`src/rtl/aes256_inv_key_schedule.sv`:
```
// Reverse AES-256 key expander: regenerates round keys rk14..rk0 from {w52..w59},
// one 32-bit word per step, sharing a single forward S-box over four byte cycles.
module aes256_inv_key_schedule (
  input  logic         clk,
  input  logic         rst_n,
  input  logic         start,
  input  logic [255:0] last_key,
  output logic         busy,
  output logic         rk_valid,
  input  logic         rk_ready,
  output logic [127:0] rk_data,
  output logic [3:0]   rk_index,
  output logic         done
);

  // Handshake: a round key transfers on any rising edge where rk_valid & rk_ready;
  // rk_valid, rk_data and rk_index stay frozen from assertion until that transfer.

  localparam logic [2:0] S_IDLE = 3'd0;
  localparam logic [2:0] S_LOAD = 3'd1;
  localparam logic [2:0] S_EMIT = 3'd2;
  localparam logic [2:0] S_CALC = 3'd3;
  localparam logic [2:0] S_SUB  = 3'd4;
  localparam logic [2:0] S_COMB = 3'd5;
  localparam logic [2:0] S_DONE = 3'd6;

  localparam logic [0:255][7:0] SBOX = {
    128'h637c777bf26b6fc53001672bfed7ab76, 128'hca82c97dfa5947f0add4a2af9ca472c0,
    128'hb7fd9326363ff7cc34a5e5f171d83115, 128'h04c723c31896059a071280e2eb27b275,
    128'h09832c1a1b6e5aa0523bd6b329e32f84, 128'h53d100ed20fcb15b6acbbe394a4c58cf,
    128'hd0efaafb434d338545f9027f503c9fa8, 128'h51a3408f929d38f5bcb6da2110fff3d2,
    128'hcd0c13ec5f974417c4a77e3d645d1973, 128'h60814fdc222a908846eeb814de5e0bdb,
    128'he0323a0a4906245cc2d3ac629195e479, 128'he7c8376d8dd54ea96c56f4ea657aae08,
    128'hba78252e1ca6b4c6e8dd741f4bbd8b8a, 128'h703eb5664803f60e613557b986c11d9e,
    128'he1f8981169d98e949b1e87e9ce5528df, 128'h8ca1890dbfe6426841992d0fb054bb16
  };

  logic [2:0]  state;
  logic [31:0] win [8];   // win[0] = w[j+1] ... win[7] = w[j+8]
  logic [5:0]  j;
  logic [1:0]  byte_cnt;
  logic [31:0] sub_acc;

  logic [31:0] sub_src;
  logic [7:0]  sbox_in;
  logic [7:0]  sbox_out;
  logic [31:0] plain_w;
  logic [31:0] rcon_word;
  logic [31:0] comb_w;
  logic        handshake;

  always_comb begin
    sub_src   = (j[2:0] == 3'd0) ? {win[6][23:0], win[6][31:24]} : win[6];
    sbox_in   = sub_src[31:24];
    case (byte_cnt)
      2'd0:    sbox_in = sub_src[31:24];
      2'd1:    sbox_in = sub_src[23:16];
      2'd2:    sbox_in = sub_src[15:8];
      default: sbox_in = sub_src[7:0];
    endcase
    sbox_out  = SBOX[sbox_in];
    plain_w   = win[7] ^ win[6];
    // Rcon[(j+8)/8] = 0x01 << (j/8) for the rotated words only
    rcon_word = (j[2:0] == 3'd0) ? {(8'h01 << j[5:3]), 24'h0} : 32'h0;
    comb_w    = win[7] ^ sub_acc ^ rcon_word;
    handshake = rk_valid & rk_ready;
  end

  always_ff @(posedge clk or negedge rst_n) begin
    if (!rst_n) begin
      state    <= S_IDLE;
      busy     <= 1'b0;
      rk_valid <= 1'b0;
      rk_data  <= 128'h0;
      rk_index <= 4'd0;
      done     <= 1'b0;
      j        <= 6'd0;
      byte_cnt <= 2'd0;
      sub_acc  <= 32'h0;
      for (int k = 0; k < 8; k++) win[k] <= 32'h0;
    end else begin
      done <= 1'b0;
      case (state)
        S_IDLE: begin
          if (start) begin
            for (int k = 0; k < 8; k++) win[k] <= last_key[255-32*k -: 32];
            j     <= 6'd51;
            busy  <= 1'b1;
            state <= S_LOAD;
          end
        end
        S_LOAD: begin
          rk_data  <= {win[4], win[5], win[6], win[7]};
          rk_index <= 4'd14;
          rk_valid <= 1'b1;
          state    <= S_EMIT;
        end
        S_EMIT: begin
          if (handshake) begin
            if (rk_index == 4'd14) begin
              // rk13 is already sitting in the low half of the window
              rk_data  <= {win[0], win[1], win[2], win[3]};
              rk_index <= 4'd13;
            end else if (rk_index == 4'd0) begin
              rk_valid <= 1'b0;
              done     <= 1'b1;
              state    <= S_DONE;
            end else begin
              rk_valid <= 1'b0;
              state    <= S_CALC;
            end
          end
        end
        S_CALC: begin
          win[0] <= plain_w;
          for (int k = 1; k < 8; k++) win[k] <= win[k-1];
          j        <= j - 6'd1;
          byte_cnt <= 2'd0;
          state    <= (j[1:0] == 2'd1) ? S_SUB : S_CALC;
        end
        S_SUB: begin
          sub_acc  <= {sub_acc[23:0], sbox_out};
          byte_cnt <= byte_cnt + 2'd1;
          if (byte_cnt == 2'd3) state <= S_COMB;
        end
        S_COMB: begin
          win[0] <= comb_w;
          for (int k = 1; k < 8; k++) win[k] <= win[k-1];
          rk_data  <= {comb_w, win[0], win[1], win[2]};
          rk_index <= j[5:2];
          rk_valid <= 1'b1;
          j        <= j - 6'd1;
          state    <= S_EMIT;
        end
        S_DONE: begin
          busy  <= 1'b0;
          state <= S_IDLE;
        end
        default: state <= S_IDLE;
      endcase
    end
  end

endmodule
```
`config.mk`:
```
export PLATFORM = sky130hd
export DESIGN_NAME = aes256_inv_key_schedule
export DESIGN_NICKNAME = d
export VERILOG_FILES = /design/src/rtl/aes256_inv_key_schedule.sv
export SDC_FILE = /design/constraint.sdc
export NUM_CORES = 1
export LEC_CHECK = 0
export BUFFER_PORTS_ARGS = -buffer_cell sky130_fd_sc_hd__buf_2
export CAP_MARGIN = 20
export CORE_MARGIN = 1
export CORE_UTILIZATION = 64
export CTS_BUF_LIST = sky130_fd_sc_hd__clkbuf_4
export CTS_CLUSTER_DIAMETER = 100
export DETAILED_ROUTE_END_ITERATION = 16
export PLACE_DENSITY = 0.95
export SLEW_MARGIN = 20
export SYNTH_ARGS = -nofsm -noshare
export SYNTH_HDL_FRONTEND = slang
export SYNTH_SLANG_ARGS = --single-unit
```
`constraint.sdc`:
```
create_clock -name clk -period 6.91 [get_ports clk]
set_input_delay 0.3455 -clock clk [delete_from_list [all_inputs] [get_ports clk]]
set_output_delay 0.3455 -clock clk [all_outputs]
set_load 0.1 [all_outputs]
```
==> summary.txt, run 1 <==
Global route
  – Remaining Overflow, GRT: 7
  – Largest net degree at the start of global routing: around 230
  – Total GRT Usage: 79.6%
  – Initial antenna violation count: 39

Place
  – DP Wirelength: ~64000 um
  – Cell Area, Placed: 26500 um^2
  – Quantity of I/O buffers inserted on ports: slightly below 400
  – Routability cong.: ~1.1

CTS
  – TritonCTS Sinks: roughly 430
  – CTS buffer count: around 110
  – CTS H-tree lvls: 3
  – Deepest clock path buffer count: 3
  – Postcts setup bufs: 0
  – Clk root buf: clkbuf_4
  – Post-CTS Hold Buffers: 259
  – Post-CTS Resized: 0

Logic synthesis
  – Register area share after synthesis: between 40% and 50%
  – Synthesized flop and latch total: ~430
  – Synthesized area: between 20000 and 25000 um^2
  – Yosys warns: 0
  – Synth async-reset ratio: between 90% and 100%
  – Syn Area/Cell: 8.07 um^2
  – Largest area contributor in the netlist: dfrtp_1
  – Yosys top cell area share: ~44%
  – Netlist cell types: between 90 and 100
  – Synth Flop Type: dfrtp_1
  – Top post-synthesis cells by area: dfrtp_1 (44%), nand2_1 (12%), a31oi_1 (6.2%), nor2_1 (5.4%), o21ai_0 (4.5%)
  – Post-synthesis cell count: 3064
  – Syn Nets: about 3.3k
  – Number of synthesized flops with an enable pin: 0

Floorplanning
  – I/O pin cnt: slightly below 400
  – Num rows: 71
  – Die width: 199 um
  – Starting Density: between 60% and 70%
  – Die height: 199 um

Status
  – Failed at: global routing
  – Status: did not finish
  – Err: [ERROR GRT-0232] Routing congestion too high. Check the congestion heatmap in the GUI.
[metal layers]
metal | GRT overflow | track usage [%]
met1 | 0 | 81.4
met2 | 5 | 90.3
met3 | 0 | 70.9
met4 | 2 | 72.0
met5 | 0 | 53.3
[cells in the mapped netlist (all sizes together) (6+ instances only)]
| master | number |
|---|---|
| buf | 67 |
| o211ai | 21 |
| a221oi | 42 |
| mux2i | 12 |
| and2 | 6 |
| a311oi | 11 |
| a211oi | 15 |
| a31oi | 245 |
| o21ai | 226 |
| a22o | 98 |
| ha | 16 |
| a21oi | 176 |
| o31ai | 6 |
| nor2 | 369 |
| o22ai | 12 |
| o221ai | 27 |
| o22a | 11 |
| o311ai | 11 |
| nor3 | 26 |
| a32oi | 7 |
| nand2 | 781 |
| nor4 | 8 |
| nand3 | 32 |
| o2111ai | 6 |
| inv | 14 |
| clkbuf | 205 |
| dfrtp | 434 |
| a22oi | 18 |
| a221o | 27 |
| xnor2 | 49 |
[logic make-up after synthesis]
kind of cell | after synthesis | share of synthesized area [%]
flops | 434 | 43.9
xor+xnor | 54 | 1.94
simple gates | 1254 | 20.1
fa+ha+maj | 16 | 0.809
mux | 15 | 0.799
buf+inv | 287 | 5.24
compound gates | 1004 | 27.2
[per-stage QoR]
stage          setup WS [ns]  std cells
2_1_floorplan           3.31       3064
3_3_place_gp            2.26       3735
3_5_place_dp            2.07       3735
4_1_cts                 2.10       4192
==> inputs of run 2 (changes only) <==
--- a/config.mk
+++ b/config.mk
@@ -8,11 +8,9 @@
 export BUFFER_PORTS_ARGS = -buffer_cell sky130_fd_sc_hd__buf_2
 export CAP_MARGIN = 20
 export CORE_MARGIN = 1
-export CORE_UTILIZATION = 64
-export CTS_BUF_LIST = sky130_fd_sc_hd__clkbuf_4
-export CTS_CLUSTER_DIAMETER = 100
+export CORE_UTILIZATION = 40
 export DETAILED_ROUTE_END_ITERATION = 16
-export PLACE_DENSITY = 0.95
+export PLACE_DENSITY_LB_ADDON = 0.15
 export SLEW_MARGIN = 20
 export SYNTH_ARGS = -nofsm -noshare
 export SYNTH_HDL_FRONTEND = slang
==> run 2 against run 1 <==
The flow now finishes without violations; synthesized cell count did not move; area after synthesis did not move.
==> summary.txt, run 2 <==
Critical path
  – Crit path launch type: register
  – Setup slack, reg-to-reg: 1.82 ns
  – Crit path max fanout: 19
  – Critical Path Sink: sub_acc[3]
  – CP startpoint: j[0]
  – CP required: roughly 7.4 ns
  – Worst r2r dst: sub_acc[3]
  – Origin of the critical flop-to-flop path: j[0]
  – Type of element capturing the critical path: register
  – WS Path Type: reg -> reg
  – Signal arrival time at the worst endpoint: about 5.6 ns
  – Worst r2r path cells: 12

Detailed routing
  – Wire length per cell: roughly 25 um
  – Vias/cell: 6.08
  – Detail Route Antenna Nets: 0
  – Via count: 25.8k
  – DRT Pass-1 Iters: 6
  – Final WL: between 100000 and 150000 um
  – DRC: 0
  – Drt first-iter violations: between 2k and 3k

Global route
  – Initial antenna violation count: 3
  – Vias in the first global route: roughly 25k
  – Wire length of the first global-routing pass: ~160000 um
  – Remaining Overflow, GRT: 0
  – Total GRT Usage: around a third
  – Largest net degree at the start of global routing: around 240

Logic synthesis
  – Syn Nets: about 3.3k
  – Post-synthesis cell count: approximately 3k
  – Syn Area/Cell: between 8 and 9 um^2
  – Synth Flop Type: dfrtp_1
  – Largest area contributor in the netlist: dfrtp_1
  – Number of synthesized flops with an enable pin: 0
  – Netlist cell types: slightly above 90
  – Register area share after synthesis: approximately 44%
  – Most frequent cell after synthesis: nand2_1
  – Post-synth top cells: nand2_1 (778), dfrtp_1 (434), nor2_1 (358)
  – Yosys warns: 0
  – Synth async-reset ratio: 100%
  – Synthesized flop and latch total: ~430
  – Top post-synthesis cells by area: dfrtp_1 (44%), nand2_1 (12%), a31oi_1 (6.2%), nor2_1 (5.4%), o21ai_0 (4.5%)
  – Synthesized area: between 20000 and 25000 um^2
  – Yosys top cell area share: between 40% and 50%

CTS
  – Deepest clock path buffer count: 3
  – TritonCTS Sinks: around 430
  – Post-CTS Resized: 0
  – CTS tree: done
  – CTS buffer count: 50
  – CTS clk-pin slew, worst paths: about 0.060 ns
  – Worst skew pair latency: approximately 0.6 ns
  – CTS H-tree lvls: 2
  – Clk root buf: clkbuf_16

Floorplanning
  – Starting Density: a little over 40%
  – Die height: around 250 um
  – Core ar.: approximately 61000 um^2
  – I/O pin cnt: 395
  – Die Area: 62900 um^2
  – Num rows: 90
  – Die width: 251 um

Timing
  – Final hold viol count: 0
  – Fin. max-slew vios: 0
  – Tcrit/Tclk final: 73.7%
  – Slew @ Worst Pin: 1.14 ns
  – Final min period: 5.09 ns
  – Final setup fails: 0
  – Max-slew headroom: a little under a quarter
  – Clk_skew: 0.0406 ns
  – Fin Setup TNS: 0 ns
  – RSZ-0062 raised after global routing: no
  – Max Clk Rate: between 0.15 and 0.2 GHz

Place
  – Routability cong.: between 1 and 1.5
  – DP Wirelength: approximately 71000 um
  – Cell Area, Placed: roughly 27000 um^2
  – Quantity of I/O buffers inserted on ports: between 300 and 400

Cells and area
  – Max reg flops: 256
  – Biggest regs: win: 256 flops, rk_data: 128 flops, sub_acc: 32 flops
  – Nets@finish: 3704
  – Most frequent cells in the layout: nand2_1 (774), dfrtp_1 (434), buf_2 (393)
  – Share of cells above drive strength 1: between 15 and 20%
  – Fin area: around 30000 um^2
  – Largest reg by FF count: win
  – Area delta synth->final: 21.6%
  – Fillcell total: a little under 6k
  – Most common cell after layout, fill and taps aside: nand2_1

Worst hold path
  – Worst hold path class: in -> reg

Status
  – Status: complete, no violations

Flow run
  – MaxCap Viol Count: 0
## run 2: cell counts after synthesis
Identical to the previous run, type by type.
## run 2: stage by stage
| stage | setup WS (ns) | hold slack [ns] | instances | util (%) |
|---|---|---|---|---|
| after floorplan | 3.31 | 0.0499 | 3064 | - |
| after global placement | 2.09 | 0.430 | 4004 | 44.4 |
| after detailed placement | 2.03 | 0.437 | 4004 | 44.4 |
| after CTS | 2.00 | 0.000252 | 4242 | 49.5 |
| after global routing | 1.60 | 0.0169 | 4242 | 49.5 |
| final | 1.82 | 0.0239 | 4244 | 49.5 |
## run 2: how the worst min path moves through the flow
| stage | startpoint | end | depth (start not counted) |
|---|---|---|---|
| after floorplan | rst_n | busy | 0 |
| after global placement | rst_n | rk_data[84] | 1 |
| after detailed placement | rst_n | rk_data[84] | 1 |
| after CTS | last_key[54] | win[54] | 3 |
| after global routing | last_key[0] | win[0] | 3 |
| final | last_key[52] | win[52] | 3 |
## run 2: worst max-delay path, stage by stage, from the launching register on
cell and delay, ns:
dfrtp_1 0.43, inv_1 0.12, ha_1 0.34, nor2b_4 0.64
mux2i_1 0.29, a2bb2oi_2 0.67, inv_2 0.40, ha_1 0.66
a21oi_1 0.63, a32oi_1 0.11, a2111oi_0 0.44, a211oi_1 0.10
o211ai_1 0.11
## run 2: what timing repair did
item,in CTS,in global routing
setup buffers,0,0
endpoints found under the hold margin,245,0
endpoints found under the setup margin,0,0
hold buffers,154,0
## run 2: per-layer routing
layer | wire (um) | track usage, % | share of wire [%]
met1 | 48000 | 48.1 | 45
met2 | 47600 | 50.8 | 44
met3 | 8280 | 5.80 | 7.7
met4 | 3390 | 10.9 | 3.2
met5 | 11 | 0 | 0.010
## run 2: layout make-up
class                   instances  area (um^2)  area share [%]
diodes                          2         5.00          0.0166
clock buffers                  67         1400            4.64
clock inverters                17          195           0.649
inverters                      15         61.3           0.204
multi-input cells            2343        12700            42.1
flip-flops and latches        434        10900            36.1
well taps                     782          978            3.25
repair buffers                584         3910            13.0
## run 2: cells by family (layout without fill, tap and decap cells)
group	Yosys count	after routing	share of synthesized area [%]
fa+ha+maj	16	16	0.809
buf+inv	287	683	5.24
compound gates	1004	1004	27.2
flops	434	434	43.9
simple gates	1254	1254	20.1
xor+xnor	54	54	1.94
other cells	0	2	0
mux	15	15	0.799
Power of run 2 is left out: the tool's default activity adds up to more than one toggle a clock period on the data nets, which glitch-free logic cannot reach.
